==> src/rtl/pong_input_cond_if.sv <==
// Player button and mode bundle between the raw register/pin side and the LCD pong controller.
// The master drives the raw inputs; the slave (the conditioner) drives the cleaned outputs.
interface pong_input_cond_if;
  logic [3:0] button_raw;
  logic [1:0] mode_raw;
  logic [3:0] button;
  logic [3:0] btn_press;
  logic [1:0] mode;
  logic       mode_changed;

  modport master (
    output button_raw,
    output mode_raw,
    input  button,
    input  btn_press,
    input  mode,
    input  mode_changed
  );

  modport slave (
    input  button_raw,
    input  mode_raw,
    output button,
    output btn_press,
    output mode,
    output mode_changed
  );
endinterface

==> src/rtl/pong_input_cond.sv <==
// Conditions the raw pong buttons and the mode word before they reach the LCD pong controller.
// Each button is synchronised, debounced and pair-masked; mode is synchronised and skew-filtered.
module pong_input_cond #(
  parameter int DEBOUNCE_CYCLES = 125000,
  parameter int NUM_BTN         = 4
) (
  input  logic             TCLK,
  input  logic             nRESET,
  pong_input_cond_if.slave io
);

  localparam int                CNT_W   = $clog2(DEBOUNCE_CYCLES);
  localparam logic [CNT_W-1:0]  CNT_MAX = CNT_W'(DEBOUNCE_CYCLES - 1);

  typedef enum logic [1:0] {
    RELEASED    = 2'd0,
    PRESS_CHK   = 2'd1,
    PRESSED     = 2'd2,
    RELEASE_CHK = 2'd3
  } deb_state_t;

  logic [NUM_BTN-1:0] btn_s1;
  logic [NUM_BTN-1:0] btn_s2;
  logic [NUM_BTN-1:0] lvl;
  logic [NUM_BTN-1:0] press_vec;
  logic [1:0]         m_s1;
  logic [1:0]         m_s2;
  logic [1:0]         mode_q;
  logic               mode_chg_q;

  always_ff @(posedge TCLK or negedge nRESET) begin
    if (!nRESET) begin
      btn_s1 <= '0;
      btn_s2 <= '0;
    end else begin
      btn_s1 <= io.button_raw;
      btn_s2 <= btn_s1;
    end
  end

  for (genvar i = 0; i < NUM_BTN; i++) begin : g_btn
    deb_state_t       state;
    deb_state_t       state_nxt;
    logic [CNT_W-1:0] cnt;
    logic [CNT_W-1:0] cnt_nxt;
    logic             press;
    logic             press_nxt;

    always_ff @(posedge TCLK or negedge nRESET) begin
      if (!nRESET) begin
        state <= RELEASED;
        cnt   <= '0;
        press <= 1'b0;
      end else begin
        state <= state_nxt;
        cnt   <= cnt_nxt;
        press <= press_nxt;
      end
    end

    // The counter never wraps: reaching CNT_MAX always leaves the check state.
    always_comb begin
      state_nxt = state;
      cnt_nxt   = cnt;
      press_nxt = 1'b0;
      case (state)
        RELEASED: begin
          if (btn_s2[i]) begin
            state_nxt = PRESS_CHK;
            cnt_nxt   = '0;
          end
        end
        PRESS_CHK: begin
          if (!btn_s2[i]) begin
            state_nxt = RELEASED;
          end else if (cnt == CNT_MAX) begin
            state_nxt = PRESSED;
            press_nxt = 1'b1;
          end else begin
            cnt_nxt = cnt + 1'b1;
          end
        end
        PRESSED: begin
          if (!btn_s2[i]) begin
            state_nxt = RELEASE_CHK;
            cnt_nxt   = '0;
          end
        end
        RELEASE_CHK: begin
          if (btn_s2[i]) begin
            state_nxt = PRESSED;
          end else if (cnt == CNT_MAX) begin
            state_nxt = RELEASED;
          end else begin
            cnt_nxt = cnt + 1'b1;
          end
        end
        default: begin
          state_nxt = RELEASED;
          cnt_nxt   = '0;
        end
      endcase
    end

    assign lvl[i]       = (state == PRESSED) || (state == RELEASE_CHK);
    assign press_vec[i] = press;
  end

  // Mode only moves once two consecutive synchronised samples agree, hiding bit skew.
  always_ff @(posedge TCLK or negedge nRESET) begin
    if (!nRESET) begin
      m_s1       <= 2'b00;
      m_s2       <= 2'b00;
      mode_q     <= 2'b00;
      mode_chg_q <= 1'b0;
    end else begin
      m_s1 <= io.mode_raw;
      m_s2 <= m_s1;
      if ((m_s2 == m_s1) && (m_s2 != mode_q)) begin
        mode_q     <= m_s2;
        mode_chg_q <= 1'b1;
      end else begin
        mode_chg_q <= 1'b0;
      end
    end
  end

  assign io.button       = {(&lvl[3:2]) ? 2'b00 : lvl[3:2],
                            (&lvl[1:0]) ? 2'b00 : lvl[1:0]};
  assign io.btn_press    = press_vec;
  assign io.mode         = mode_q;
  assign io.mode_changed = mode_chg_q;

endmodule

==> src/flat_wrapper.sv <==
// flat-port wrapper written by rule: the top's interface ports become plain ports
module pong_input_cond_flat 
#(
  parameter int DEBOUNCE_CYCLES = 125000,
  parameter int NUM_BTN         = 4
)
  (TCLK, nRESET, io_button_raw, io_mode_raw, io_button, io_btn_press, io_mode, io_mode_changed);
  pong_input_cond_if io_i ();
  input  logic TCLK;
  input  logic nRESET;
  input wire logic [$bits(io_i.button_raw)-1:0] io_button_raw;
  input wire logic [$bits(io_i.mode_raw)-1:0] io_mode_raw;
  output wire logic [$bits(io_i.button)-1:0] io_button;
  output wire logic [$bits(io_i.btn_press)-1:0] io_btn_press;
  output wire logic [$bits(io_i.mode)-1:0] io_mode;
  output wire logic [$bits(io_i.mode_changed)-1:0] io_mode_changed;
  assign io_i.button_raw = io_button_raw;
  assign io_i.mode_raw = io_mode_raw;
  assign io_button = io_i.button;
  assign io_btn_press = io_i.btn_press;
  assign io_mode = io_i.mode;
  assign io_mode_changed = io_i.mode_changed;
  pong_input_cond #(.DEBOUNCE_CYCLES(DEBOUNCE_CYCLES), .NUM_BTN(NUM_BTN)) u_core (.TCLK(TCLK), .nRESET(nRESET), .io(io_i));
endmodule
==> config.mk <==
export PLATFORM = sky130hd
export DESIGN_NAME = pong_input_cond_flat
export DESIGN_NICKNAME = d
export VERILOG_FILES = /design/src/rtl/pong_input_cond_if.sv /design/src/rtl/pong_input_cond.sv /design/src/flat_wrapper.sv
export SDC_FILE = /design/constraint.sdc
export NUM_CORES = 1
export LEC_CHECK = 0
export BUFFER_PORTS_ARGS = -buffer_cell sky130_fd_sc_hd__buf_2
export CELL_PAD_IN_SITES_DETAIL_PLACEMENT = 1
export CELL_PAD_IN_SITES_GLOBAL_PLACEMENT = 2
export CORE_ASPECT_RATIO = 1.75
export CORE_MARGIN = 2
export CORE_UTILIZATION = 36
export CTS_CLUSTER_DIAMETER = 30
export CTS_CLUSTER_SIZE = 14
export DETAILED_ROUTE_END_ITERATION = 7
export PLACE_DENSITY_LB_ADDON = 0.1
export SLEW_MARGIN = 10
export SYNTH_ARGS = -nofsm -noshare
export SYNTH_HDL_FRONTEND = slang
export SYNTH_SLANG_ARGS = --single-unit
==> constraint.sdc <==
create_clock -name TCLK -period 1.85 [get_ports TCLK]
set_input_delay 0.185 -clock TCLK [delete_from_list [all_inputs] [get_ports TCLK]]
set_output_delay 0.185 -clock TCLK [all_outputs]
set_load 0.05 [all_outputs]
==> results.json, run 1 <==
{
  "status": "complete, but fails checks",
  "violations": "setup timing",
  "grt_start_max_net_pins": 44,
  "setup_tns_ns": -0.03380,
  "slew_headroom": 0.6097,
  "p_clk_frac": 0.402,
  "pwr_density_cell_mw_per_mm2": 678.3,
  "cp.required_ns": 2.07,
  "power_switching_w": 0.001224,
  "yosysWarningCount": 0,
  "power_frac_comb": 0.100,
  "grt.total_usage": 0.2032,
  "fin_skew_ns": 0.007045,
  "cts_max_path_buffers": 2,
  "critPathKind": "reg2reg",
  "period_needed_ns": 1.884,
  "overflow": 0,
  "synth_seq_cells": 95,
  "htree_levels": 3,
  "report.final.setup_viol": 1,
  "cap_violations": 0,
  "drive_above_1_share": 0.2628,
  "drt_wl_total_um": 14510,
  "slew_violations": 0,
  "seqPwrFrac": 0.498,
  "grt_pass1_vias": 5001,
  "start_util": 0.3681,
  "clock.fmax_mhz": 530.8,
  "die_x_um": 93.91,
  "synth_top_cell_by_area": "dfrtp_1",
  "nNetsFinal": 669,
  "core-area_mm2": 0.01384,
  "syn_to_final_growth_pct": 29.68,
  "cp-start-kind": "flip-flop",
  "worst_pin_slew_ns": 0.5835,
  "vias": 4683,
  "synth_ff_type": "dfrtp_1",
  "gp_congestion": 0.8380,
  "leakage_nw": 2.826,
  "ys_seq_area_frac": 0.4668,
  "drc": 0,
  "clock-root-buffer": "clkbuf_16",
  "die_area_mm2": 0.01515,
  "cts_num_sinks": 95,
  "synth_edf_count": 0,
  "ir_drop_v": 0.0004453,
  "path_clk_slew_ns": 0.07,
  "yosysUniqueCellTypes": 49,
  "synth_nets": 566,
  "synth_area_leaders": "dfrtp_1 47%, nand2_1 5.3%, nand3_1 3.9%",
  "die_h_um": 161.3,
  "clk_latency_ns": 0.34,
  "arrival_ns": 2.10,
  "synth.avg_cell_area_um2": 9.192,
  "dr.pass1.iters": 4,
  "wire_per_inst_um": 17.29,
  "antenna_cells": 0,
  "post-route-util": 0.4773,
  "dp_hpwl_um": 10720,
  "grt_pass1_wl_um": 24610,
  "cts_tree": "yes",
  "drt-initial-drc-count": 145,
  "antenna_found_initial": 0,
  "swShare": 0.2733,
  "via_per_inst": 5.582,
  "syn_inst": 554,
  "p_int_w": 0.003255,
  "syn_area_mm2": 0.005092,
  "hold_violations": 0,
  "io_pins": 19,
  "fin_crit_sh": 1.018,
  "path_max_fanout": 3,
  "fin_ws_ns": -0.03380,
  "hold_class": "in2async",
  "async_reset_ff_frac": 1.000,
  "cts_buffers": 9,
  "cp-end-kind": "flip-flop",
  "fp-row-count": 57,
  "synth.top_cell.area_share": 0.4668,
  "io_buffer_count": 18,
  "grt_setup_unrepaired": "true",
  "ant_nets": 0
}
[cells in the mapped netlist, types with 3 or more instances]
cell	number
a211o_1	3
a21o_1	4
a21oi_1	23
a22o_1	4
a31oi_1	3
and2_1	6
and3_1	9
and4_1	4
buf_4	4
clkbuf_1	23
dfrtp_1	95
ha_1	4
inv_1	15
mux2_2	6
mux2i_1	18
nand2_1	72
nand3_1	40
nand4_1	12
nand4b_1	5
nor2_1	30
nor2b_1	4
nor3_1	21
nor4_1	15
nor4b_1	9
o211ai_1	12
o21ai_0	39
o22ai_1	4
o311ai_0	3
o31ai_1	4
or3_1	13
or4_1	9
or4b_2	3
or4bb_1	4
xnor2_1	7
xor2_1	6
[power by group through the flow]
stage | clock network (W) | logic [W] | registers, W
after CTS | 0.00186 | 0.000447 | 0.00223
after detailed placement | 0 | 0.000429 | 0.00227
after global routing | 0.00193 | 0.000504 | 0.00224
after global placement | 0 | 0.000413 | 0.00226
after floorplan | 0 | 0.000195 | 0.00228
final | 0.00180 | 0.000448 | 0.00223
[cells by family (layout without fill, tap and decap cells)]
family	Yosys count	count (layout)	synth area share
buffers and inverters	43	151	0.03464
adder cells (fa/ha/maj)	4	4	0.009828
XOR/XNOR	13	13	0.02236
AND/OR/NAND/NOR	266	266	0.2838
AO/OA/AOI/OAI	109	109	0.1339
flip-flops	95	95	0.4668
multiplexers	24	24	0.04865
[area by class of cell]
type | instances | area, µm²
multi-input cells | 416 | 2764
fillers | 1621 | 7232
well taps | 177 | 221.5
clock inverters | 7 | 57.56
clock buffers | 9 | 225.2
repair buffers | 119 | 895.9
flip-flops and latches | 95 | 2380
inverters | 16 | 60.06
[registers in the layout, summed over array words and instances, names as in the netlist, named ones only]
register / flops
u_core.g_btn.cnt: 68
u_core.btn_s1: 4
u_core.btn_s2: 4
u_core.g_btn.press: 4
u_core.g_btn.state: 4
u_core.io.mode: 2
u_core.m_s1: 2
u_core.m_s2: 2
u_core.io.mode_changed: 1
[timing repair]
action | 4_1_cts | 5_1_grt
cloned | 0 | 0
endpoints found under the hold margin | 21 | 0
pin swaps | 6 | 7
setup endpoints to repair | 8 | 26
hold buffers | 7 | 0
gates resized for setup | 7 | 26
buffers inserted | 4 | 2
[worst max-delay path: stages, from the launching register on]
cell     delay, ns
dfrtp_1       0.42
or4bb_4       0.57
nor4_4        0.33
nand2_1       0.12
nor3b_1       0.32
[per-stage QoR]
step	cell area (µm²)	setup WS [ns]	cells	total power [W]	hold slack [ns]
6_report	6604	-0.03380	839	0.004479	0.2506
5_1_grt	6604	-0.05513	839	0.004678	0.2666
4_1_cts	6452	0.0006315	837	0.004536	0.2493
3_5_place_dp	6036	-0.08385	810	0.002697	0.08207
3_3_place_gp	6036	-0.05679	810	0.002672	0.08003
2_1_floorplan	5162	-0.02101	554	0.002480	-0.1106
[metal layers]
metal  up-vias  global-route usage  wire length [µm]
met1      2382              0.2339              5931
met5         -                   0                 0
li1       2250                   -                 -
met4         0             0.07246               281
met3        21             0.02425               174
met2        30              0.3782              8120
[cell usage in the layout (no fill, tap or decap), types with 4 or more instances in the layout]
cell type      count
xor2_1             5
dlygate4sd3_1      7
nor2b_1            4
buf_2             17
nor3_1            19
nand4b_1           5
o31ai_1            4
nor2_1            30
clkbuf_16          9
a21o_1             4
buf_6              4
o21ai_0           39
and2_1             6
nand4_1           12
and4_1             4
dfrtp_1           93
inv_1             15
nor4b_1            6
o211ai_1          12
and3_1             9
buf_4             90
or4_4              4
a21oi_1           22
o22ai_1            4
nor4_1            12
nand3_1           37
mux2i_1           18
or4_1              5
or3_1             10
nand2_1           72
xnor2_1            4
a22o_1             4
mux2_2             6
[final timing paths]
| check | start | to | slack, ns | depth (start not counted) |
|---|---|---|---|---|
| worst max register to register | u_core.g_btn[2].cnt[7] | u_core.g_btn[2].press | -0.03 | 4 |
| worst max-delay path | u_core.g_btn[2].cnt[7] | u_core.g_btn[2].press | -0.03 | 4 |
| worst min-delay path | nRESET | u_core.m_s1[1] | 0.25 | 2 |
| min in group TCLK | u_core.btn_s1[3] | u_core.btn_s2[3] | 0.36 | 0 |
| worst min register to register | u_core.btn_s1[3] | u_core.btn_s2[3] | 0.36 | 0 |
| max in group asynchronous | nRESET | u_core.g_btn[3].cnt[9] | 1.05 | 3 |
Note: power is estimated with default switching activity, not from simulation.
==> run 2: changes to the inputs <==
Settings changed: CORE_MARGIN 2 to not set, TNS_END_PERCENT set to 50.
==> results.json, run 2 (synthesis results as in run 1) <==
{
  "layout_commonest_cell": "buf_4",
  "largest_reg_flops": 68,
  "clk_latency_ns": 0.35,
  "cts_num_sinks": 95,
  "status": "finished, final reports clean",
  "grt_start_max_net_pins": 35,
  "slew_violations": 0,
  "io_buffer_count": 18,
  "report.final.setup_viol": 0,
  "drt-initial-drc-count": 156,
  "grt_pass1_vias": 5053,
  "critPathKind": "reg2reg",
  "pwr_density_cell_mw_per_mm2": 694.2,
  "leakage_nw": 2.864,
  "via_per_inst": 5.540,
  "hold_class": "in2async",
  "critical_path.cell_chain": "buf_4 -> or4b_4 -> nor4_4 -> nand3_1 -> nor4b_2",
  "antenna_cells": 0,
  "vias": 4676,
  "antenna_found_initial": 0,
  "wire_per_inst_um": 17.16,
  "dp_hpwl_um": 10550,
  "ant_nets": 0,
  "overflow": 0,
  "setup_tns_ns": 0,
  "dr.pass1.iters": 4,
  "grt.total_usage": 0.2103,
  "syn_to_final_growth_pct": 29.66,
  "path_max_fanout": 3,
  "io_pins": 19,
  "clock.fmax_mhz": 541.1,
  "drt_wl_total_um": 14490,
  "grt_pass1_wl_um": 24610,
  "nFillCells": 1587,
  "reg2reg_from": "u_core.g_btn[3].cnt[12]",
  "gp_congestion": 0.8396,
  "regMostFlops": "u_core.g_btn.cnt",
  "max_stage_delay_ns": 0.55,
  "cts_tree": "yes",
  "cts_buffers": 9,
  "nNetsFinal": 674,
  "r2r_end": "u_core.g_btn[3].press",
  "hold_violations": 0,
  "cp-start-kind": "flip-flop",
  "start_util": 0.3681,
  "reg2reg_depth": 5,
  "period_needed_ns": 1.848,
  "mostFrequentLayoutCells": "96 x buf_4, 91 x dfrtp_1, 71 x nand2_1",
  "post-route-util": 0.4772,
  "cp-end-kind": "flip-flop",
  "drc": 0,
  "cts_max_path_buffers": 2,
  "grt_setup_unrepaired": "true",
  "htree_levels": 3,
  "worst_pin_slew_ns": 0.5896,
  "arrival_ns": 2.10,
  "die_h_um": 159.3,
  "fin_skew_ns": 0.01055,
  "fp-row-count": 57,
  "holdWs_ns": 0.3397,
  "slew_headroom": 0.6056,
  "die_x_um": 91.91,
  "ff2ff_setup_slack_ns": 0.002,
  "crit_start": "u_core.g_btn[3].cnt[12]",
  "drive_above_1_share": 0.2579,
  "clock-root-buffer": "clkbuf_16",
  "cap_violations": 0,
  "cp.required_ns": 2.10,
  "core-area_mm2": 0.01384,
  "path_clk_slew_ns": 0.07,
  "die_area_mm2": 0.01464,
  "ir_drop_v": 0.0003567,
  "worstSetupEndpoint": "u_core.g_btn[3].press",
  "fin_crit_sh": 0.9990,
  "critPathSlowestCell": "or4b_4"
}
## run 2: layer usage
layer | global-route usage | vias up | wire length [µm]
met3 | 0.02961 | 23 | 200
li1 | - | 2257 | -
met5 | 0 | - | 0
met4 | 0.06605 | 0 | 299
met1 | 0.2364 | 2356 | 5960
met2 | 0.3993 | 40 | 8025
## run 2: what timing repair did
item                                    in CTS  in global routing
pin swaps                                    4                 10
buffers inserted                             0                  6
endpoints found under the hold margin       36                  0
hold buffers                                 7                  0
resized for setup                            7                 18
endpoints found under the setup margin      10                 23
## run 2: power by group
group,leakage (nW),internal (W),switching [W]
sequential,1.27,0.00215,0.0000752
combinational,1.47,0.000179,0.000276
clock,0.131,0.00105,0.000850
## run 2: how the worst min path moves through the flow
| stage | cells after the start | slack, ns | endpoint | start |
|---|---|---|---|---|
| global placement | 1 | 0.17 | u_core.io.mode_changed | nRESET |
| CTS | 2 | 0.34 | u_core.m_s2[1] | nRESET |
| global route | 2 | 0.36 | u_core.io.mode_changed | nRESET |
| detailed placement | 1 | 0.17 | u_core.m_s2[1] | nRESET |
| floorplan | 0 | -0.11 | asynchronous set/reset pin | nRESET |
| finish | 2 | 0.34 | u_core.io.mode_changed | nRESET |
## run 2: layout make-up
| type | instances | area [µm²] | area share |
|---|---|---|---|
| Clock inverter | 6 | 68.82 | 0.01042 |
| Sequential cell | 95 | 2382 | 0.3608 |
| Tap cell | 177 | 221.5 | 0.03354 |
| Timing Repair Buffer | 124 | 938.4 | 0.1421 |
| Clock buffer | 10 | 229.0 | 0.03468 |
| Inverter | 16 | 60.06 | 0.009096 |
| Multi-Input combinational cell | 416 | 2703 | 0.4093 |
## run 2: worst max-delay path, delay by kind of cell, from the launching register on
kind | cells | cell delay [ns]
buffers and inverters | 1 | 0.14
and+or+nand+nor | 4 | 1.22
DFF | 1 | 0.40
## run 2: through the flow
stage / instance area [µm²] / total power (W) / std cells / setup WS, ns
2_1_floorplan: 5156 / 0.002480 / 554 / -0.02101
3_3_place_gp: 6087 / 0.002684 / 816 / -0.09434
3_5_place_dp: 6087 / 0.002704 / 816 / -0.1212
4_1_cts: 6487 / 0.004650 / 839 / -0.007677
5_1_grt: 6603 / 0.004781 / 844 / -0.08074
6_report: 6603 / 0.004583 / 844 / 0.001784
